===== src/rtl/gray_run_arbiter_if.sv =====
// Request/grant bundle between the two requesters and the shared Gray-counter sequencer.
// master = requester side, slave = arbiter side.
interface gray_run_arbiter_if #(
  parameter int WIDTH  = 4,
  parameter int STEP_W = 4
);
  logic [1:0]        req;
  logic [WIDTH-1:0]  start0;
  logic [WIDTH-1:0]  start1;
  logic [STEP_W-1:0] steps0;
  logic [STEP_W-1:0] steps1;
  logic [1:0]        gnt;
  logic [1:0]        done;
  logic              busy;
  logic              q_valid;
  logic [WIDTH-1:0]  q;

  modport master (
    output req, start0, start1, steps0, steps1,
    input  gnt, done, busy, q_valid, q
  );

  modport slave (
    input  req, start0, start1, steps0, steps1,
    output gnt, done, busy, q_valid, q
  );
endinterface


===== src/rtl/gray_run_arbiter.sv =====
// Round-robin owner of a shared Gray counter: load start code, advance N steps, pulse done.
// Grant one edge after req in IDLE, run occupies N+2 cycles; other requester waits for IDLE.
// GRAY_RUN_ABORT_EN: dropping req[sel] during RUN abandons the run without a done pulse.
module gray_run_arbiter #(
  parameter int WIDTH  = 4,
  parameter int STEP_W = 4
) (
  input  logic               clk,
  input  logic               reset,
  gray_run_arbiter_if.slave  bus
);

  typedef enum logic [1:0] {
    IDLE = 2'd0,
    RUN  = 2'd1,
    DONE = 2'd2
  } state_t;

  state_t            state_q;
  logic              sel_q;
  logic              last_q;
  logic [STEP_W-1:0] remaining_q;
  logic [WIDTH-1:0]  q_q;
  logic [1:0]        gnt_q;
  logic [1:0]        done_q;
  logic              busy_q;
  logic              q_valid_q;

  logic              sel_d;
  logic [WIDTH-1:0]  start_d;
  logic [STEP_W-1:0] steps_d;
  logic [WIDTH-1:0]  bin_d;
  logic [WIDTH-1:0]  bin_inc_d;
  logic [WIDTH-1:0]  q_next_d;
  logic              abort_d;

  always_comb begin
    sel_d = 1'b0;
    case (bus.req)
      2'b01:   sel_d = 1'b0;
      2'b10:   sel_d = 1'b1;
      2'b11:   sel_d = ~last_q;
      default: sel_d = 1'b0;
    endcase
    start_d = sel_d ? bus.start1 : bus.start0;
    steps_d = sel_d ? bus.steps1 : bus.steps0;

    // Gray -> binary: each binary bit is the XOR of all Gray bits at or above it
    bin_d = '0;
    for (int i = 0; i < WIDTH; i++) begin
      bin_d[i] = ^(q_q >> i);
    end
    bin_inc_d = bin_d + WIDTH'(1);
    q_next_d  = bin_inc_d ^ (bin_inc_d >> 1);
  end

`ifdef GRAY_RUN_ABORT_EN
  assign abort_d = (state_q == RUN) && !bus.req[sel_q];
`else
  assign abort_d = 1'b0;
`endif

  always_ff @(posedge clk or posedge reset) begin
    if (reset) begin
      state_q     <= IDLE;
      sel_q       <= 1'b0;
      last_q      <= 1'b1;
      remaining_q <= '0;
      q_q         <= '0;
      gnt_q       <= 2'b00;
      done_q      <= 2'b00;
      busy_q      <= 1'b0;
      q_valid_q   <= 1'b0;
    end else begin
      case (state_q)
        IDLE: begin
          if (bus.req != 2'b00) begin
            sel_q       <= sel_d;
            q_q         <= start_d;
            remaining_q <= steps_d;
            gnt_q       <= sel_d ? 2'b10 : 2'b01;
            busy_q      <= 1'b1;
            q_valid_q   <= 1'b1;
            state_q     <= RUN;
          end
        end
        RUN: begin
          if (abort_d) begin
            gnt_q     <= 2'b00;
            busy_q    <= 1'b0;
            q_valid_q <= 1'b0;
            last_q    <= sel_q;
            state_q   <= IDLE;
          end else if (remaining_q != '0) begin
            q_q         <= q_next_d;
            remaining_q <= remaining_q - STEP_W'(1);
          end else begin
            done_q    <= gnt_q;
            q_valid_q <= 1'b0;
            state_q   <= DONE;
          end
        end
        DONE: begin
          gnt_q   <= 2'b00;
          done_q  <= 2'b00;
          busy_q  <= 1'b0;
          last_q  <= sel_q;
          state_q <= IDLE;
        end
        default: state_q <= IDLE;
      endcase
    end
  end

  assign bus.gnt     = gnt_q;
  assign bus.done    = done_q;
  assign bus.busy    = busy_q;
  assign bus.q_valid = q_valid_q;
  assign bus.q       = q_q;

endmodule


===== src/flat_wrapper.sv =====
// flat-port wrapper written by rule: the top's interface ports become plain ports
module gray_run_arbiter_flat 
#(
  parameter int WIDTH  = 4,
  parameter int STEP_W = 4
)
  (clk, reset, bus_req, bus_start0, bus_start1, bus_steps0, bus_steps1, bus_gnt, bus_done, bus_busy, bus_q_valid, bus_q);
  gray_run_arbiter_if #(.WIDTH(WIDTH), .STEP_W(STEP_W)) bus_i ();
  input  logic clk;
  input  logic reset;
  input wire logic [$bits(bus_i.req)-1:0] bus_req;
  input wire logic [$bits(bus_i.start0)-1:0] bus_start0;
  input wire logic [$bits(bus_i.start1)-1:0] bus_start1;
  input wire logic [$bits(bus_i.steps0)-1:0] bus_steps0;
  input wire logic [$bits(bus_i.steps1)-1:0] bus_steps1;
  output wire logic [$bits(bus_i.gnt)-1:0] bus_gnt;
  output wire logic [$bits(bus_i.done)-1:0] bus_done;
  output wire logic [$bits(bus_i.busy)-1:0] bus_busy;
  output wire logic [$bits(bus_i.q_valid)-1:0] bus_q_valid;
  output wire logic [$bits(bus_i.q)-1:0] bus_q;
  assign bus_i.req = bus_req;
  assign bus_i.start0 = bus_start0;
  assign bus_i.start1 = bus_start1;
  assign bus_i.steps0 = bus_steps0;
  assign bus_i.steps1 = bus_steps1;
  assign bus_gnt = bus_i.gnt;
  assign bus_done = bus_i.done;
  assign bus_busy = bus_i.busy;
  assign bus_q_valid = bus_i.q_valid;
  assign bus_q = bus_i.q;
  gray_run_arbiter #(.WIDTH(WIDTH), .STEP_W(STEP_W)) u_core (.clk(clk), .reset(reset), .bus(bus_i));
endmodule

===== config.mk =====
export PLATFORM = sky130hd
export DESIGN_NAME = gray_run_arbiter_flat
export DESIGN_NICKNAME = d
export VERILOG_FILES = /design/src/rtl/gray_run_arbiter_if.sv /design/src/rtl/gray_run_arbiter.sv /design/src/flat_wrapper.sv
export SDC_FILE = /design/constraint.sdc
export NUM_CORES = 1
export LEC_CHECK = 0
export ABC_AREA = 1
export BUFFER_PORTS_ARGS = -buffer_cell sky130_fd_sc_hd__buf_2
export CAP_MARGIN = 20
export CORE_MARGIN = 2
export CORE_UTILIZATION = 46
export DETAILED_ROUTE_END_ITERATION = 12
export GPL_TIMING_DRIVEN = 0
export HOLD_SLACK_MARGIN = 0.1
export PLACE_DENSITY = 0.8
export SYNTH_ARGS = -nofsm -noshare
export SYNTH_HDL_FRONTEND = slang
export SYNTH_SLANG_ARGS = --single-unit

===== constraint.sdc =====
create_clock -name clk -period 1.2 [get_ports clk]
set_input_delay 0.18 -clock clk [delete_from_list [all_inputs] [get_ports clk]]
set_output_delay 0.18 -clock clk [all_outputs]
set_load 0.01 [all_outputs]

; Word-level counts from Yosys, hierarchy flattened
; Cells that the tools add are included.
[word_totals]
out_inout_bits = 10
register_bits = 18
word_cells = 57
in_bits = 20
[op_classes]
bitwise_logic = 2
n_addsub = 2
eq_ne = 7
muxes = 21
reduce_logical = 16
[op_table]
columns = operator, n
row1 = 4-bit two-way mux, 6
row2 = 4-bit case mux with 2 select lines, 2
row3 = 4-bit XOR reduction, 4
row4 = 2-bit case mux with 2 select lines, 3
row5 = 2-bit two-way mux, 5
row6 = 2-bit AND reduction, 4
row7 = 2-bit nonzero test, 4
row8 = 2-bit == test (second input constant), 3
row9 = 1-bit case mux with 2 select lines, 3
row10 = 3-bit AND reduction, 2
row11 = 4-bit by 1-bit adder with 4-bit output (second input constant), 1
row12 = 2-bit by 1-bit inequality test with 1-bit output (second input constant), 2
row13 = 4-bit nonzero test, 1
row14 = 4-bit by 1-bit subtractor with 4-bit output (second input constant), 1
row15 = 4-bit by 3-bit bitwise XOR with 4-bit output, 1
row16 = 2-bit by 1-bit == test with 1-bit output (second input constant), 1
row17 = 2-bit logical NOT, 1
row18 = 1-bit two-way mux, 2
row19 = 2-bit inequality test (second input constant), 1
row20 = 1-bit NOT, 1

; Longest topological paths before layout
[logic_depth]
depth_word = 5
depth_mapped = 8
ltp_nobuf = 8

; Worst setup path before layout
; No wires, ideal clock.
[synth_timing]
path_type = register to register
start = register u_core.remaining_q[0]
end = register u_core.remaining_q[2]
stages_incl_launch_ff = 9
arrival_ns = 1.181
setup_time_ns = 0.121
path_buffers = 1
setup_slack_ns = -0.102
synth_period_minus_slack_ns = 1.302
t_required_ns = 1.079
cell_sequence = dfrtp_1 -> inv_1 -> ha_1 -> nand3_1 -> nand2_2 -> nand2_2 -> buf_6 -> o211ai_4 -> nand2_2
[synth_via]
elab_chain_cells = 3
word_cells_on_any_way = 6
cone_classes = 1 x add/sub / 1 x eq/ne / 2 x mux / 2 x reduce/logical
[synth_rtl]
columns = item, line
row1 = "start, declared", gray_run_arbiter.sv:22  ; logic [STEP_W-1:0] remaining_q;
row2 = "start signal, assigned", gray_run_arbiter.sv:80  ; remaining_q <= steps_d;
row3 = "start signal, assigned", gray_run_arbiter.sv:96  ; remaining_q <= remaining_q - STEP_W'(1);
row4 = 4-bit by 1-bit subtractor with 4-bit output or 4-bit nonzero test (tied branches), "gray_run_arbiter.sv:96, gray_run_arbiter.sv:94"
row5 = 4-bit two-way mux or 2-bit by 1-bit inequality test with 1-bit output (tied branches), --
row6 = 4-bit case mux with 2 select lines or 3-bit AND reduction (tied branches), --
; Several ways; a longest one is shown, not always the timed one. The select of a mux whose other input is x is not followed.
; A chain may end at the register's enable or synchronous reset.

; Final worst setup path
; Same ends and word-level chain as after synthesis.

==> impl_metrics.csv <==
group,metric,value,unit
flow_run,drv_cap,0,
clocking,cts_inserted_buffers,3,
placement,hpwl,1860,um
layout,drive_gt1_share,39.9,%
setup_path,critPathMaxFanout,5,
status,outcome,"complete, but fails checks",
clocking,cts_root_buffer,"clkbuf_4",
layout,nets,210,
synth,syn_area,1090,um^2
route,wl,2720,um
clocking,clockBufferDepth,2,
layout,n_fill_cell,179,
layout,antennaDiodeCount,0,
floorplan,num_io_pins,30,
route,dr.pass1.iters,4,
route,ant_nets,0,
pwr,powerDensity,2970,nW/um^2
min_path,worst_hold_path_type,"in -> reg",
synth,ys.warnings.count,0,
global_route,grt_pass1_wl,4460,um
setup_path,startpoint_type,"flop",
sta,finalCriticalPeriod,1.29,ns
global_route,antenna_found_initial,0,
setup_path,crit_type,"reg -> reg",
synth,syn_nets,167,
route,num_vias,1095,
placement,port_buffers,29,
layout,multi_input_area,627,um^2
pwr,ir_drop,1620,uV
clocking,cts_sinks,18,
clocking,cts_tree,"built",
setup_path,arrival,1.47,ns
sta,drv_slew,0,
status,violations,"negative setup slack",
pwr,leakagePower,0.834,nW
sta,fin_ws,-0.0878,ns
sta,clock.fmax,776,MHz
setup_path,end_kind,"flop",
synth,ys_types,20,
clocking,clk_pin_slew_worst_paths,0.10,ns
placement,dpl.cell_count,203,
floorplan,die-area,2780,um^2
placement,pre_cts_ws,-0.178,ns
clocking,insertion_delay,0.29,ns
synth,synth_seq_cells,18,
synth,syn_avg_cell_area,7.48,um^2
global_route,grt_pass1_vias,1012,
sta,finalClockSkew,0.00667,ns
synth,syn_inst,146,
route,post_drt_wl_per_cell,12.6,um
layout,design_area,1510,um^2
placement,place.gp.congestion,0.848,
layout,synthToLayoutAreaGrowth,38.5,%
sta,fin_setup_tns,-0.660,ns
sta,finalSetupViolCount,11,
layout,seqCellArea,452,um^2
sta,slew_headroom,57.4,%
sta,hold_viol_final,0,
layout,finalNonFillerCells,216,
route,drc_errors,0,
route,avgViaCountPerCell,5.07,
sta,rsz0062_at_grt,"yes",
floorplan,placeableCoreArea,2230,um^2
setup_path,crit_required,1.38,ns
sta,worstMarginPinSlew,0.638,ns
route,dr.first_iter.drc_count,33,
floorplan,initial_core_util,48.9,%
clocking,htree_levels,1,
sta,final.period_utilization,107,%
placement,placed_area,1290,um^2
floorplan,die_x,52.7,um
global_route,grt_max_degree,19,
floorplan,rows,17,
global_route,globalRouteOverflowTotal,0,
floorplan,die_height,52.7,um
synth,ys_seq_area_share,41.4,%
global_route,grt_use_total,21.8,%
[flip-flops by register name, summed over array words and instances, names as in the netlist, 2 cells and up]
register and count:
u_core.remaining_q 4, u_core.bus.done 2, u_core.bus.q 4, u_core.bus.gnt 2, u_core.state_q 2
[path summary, 6_finish.rpt]
kind	start	slack, ns	endpoint	cells past startpoint
worst min register to register	u_core.bus.busy	0.49	u_core.bus.busy	2
worst min-delay path	bus_steps0[1]	0.23	u_core.remaining_q[1]	5
min in group asynchronous	reset	0.50	u_core.bus.q[3]	3
worst max register to register	u_core.remaining_q[0]	-0.09	u_core.remaining_q[2]	8
worst max-delay path	u_core.remaining_q[0]	-0.09	u_core.remaining_q[2]	8
max in group asynchronous	reset	0.28	u_core.remaining_q[1]	3
[report_power, final]
group	switching, mW	internal (mW)	leakage, nW	total, mW
combinational	1.67	1.28	0.601	2.95
clock	0.174	0.185	0.0210	0.359
sequential	0.261	0.924	0.213	1.18
total	2.10	2.39	0.834	4.50
[stage by stage]
stage	power, mW	util [%]	hold slack [ns]
3_3_place_gp	3.28	57.8	0.286
6_report	4.50	67.7	0.232
5_1_grt	4.90	67.7	0.244
2_1_floorplan	2.82	-	0.118
3_5_place_dp	3.35	57.8	0.297
4_1_cts	4.25	65.7	0.229
[worst max-delay path: stages (launching register included)]
cell and delay, ns:
dfrtp_1 0.40, inv_2 0.09, ha_4 0.15, nand3_4 0.09, nand2_4 0.09, nand2_4 0.07, buf_8 0.15, o211ai_4 0.07
nand2_2 0.06
[layer usage]
layer / up-vias / track usage (%) / routed length (um)
met1: 496 / 27.6 / 1220
li1: 547 / - / -
met3: 5 / 2.00 / 186
met5: - / 0 / 0
met4: 0 / 8.55 / 51
met2: 47 / 37.9 / 1260
[layout make-up]
| class | count | share of cell area (%) |
|---|---|---|
| Buffer | 2 | 1.32 |
| Clock buffer | 4 | 2.40 |
| Inverter | 24 | 6.29 |
| Multi-Input combinational cell | 102 | 41.4 |
| Sequential cell | 18 | 29.9 |
| Tap cell | 28 | 2.32 |
| Timing Repair Buffer | 38 | 16.4 |
[cell families (layout without fill, tap and decap cells)]
logic type,after synthesis,in the layout,synth area share [%]
adder cells (fa/ha/maj),1,1,1.15
AO/OA/AOI/OAI,10,10,7.67
buffers and inverters,26,68,9.97
XOR/XNOR,1,1,0.802
flip-flops,18,18,41.4
AND/OR/NAND/NOR,90,90,39.1
[cells in the final DEF (no fill, tap or decap), drive strengths merged]
master and count:
nand2 53, buf 39, nand3 28, inv 24, dfrtp 17, o21ai 8, nand3b 5, clkbuf 4
nor2 4, o31ai 1, xor2 1, o211ai 1, ha 1, dlygate4sd3 1, dfstp 1
[what timing repair did]
action                                  in CTS  in global routing
hold buffers                                 1                  0
endpoints found under the setup margin      11                 12
buffers inserted                             6                  1
resized for setup                           12                 10
pin swaps                                    8                  6
endpoints found under the hold margin       17                  0
cloned                                       1                  0
[Yosys cell counts]
library cell | n | area, um^2
nand2_1 | 49 | 184
o21ai_2 | 4 | 35.0
nor2_1 | 2 | 7.51
nand3_2 | 2 | 20.0
nand3b_1 | 5 | 37.5
o21ai_0 | 4 | 20.0
dfstp_2 | 1 | 26.3
nand3_1 | 26 | 130
o31ai_1 | 1 | 7.51
buf_2 | 1 | 5.00
ha_1 | 1 | 12.5
nor2_4 | 2 | 22.5
buf_6 | 1 | 11.3
dfrtp_1 | 17 | 425
nand2_2 | 4 | 25.0
o211ai_4 | 1 | 21.3
xor2_1 | 1 | 8.76
inv_1 | 21 | 78.8
inv_2 | 2 | 7.51
inv_4 | 1 | 6.26
No activity file was read; power rests on OpenSTA's default activity.
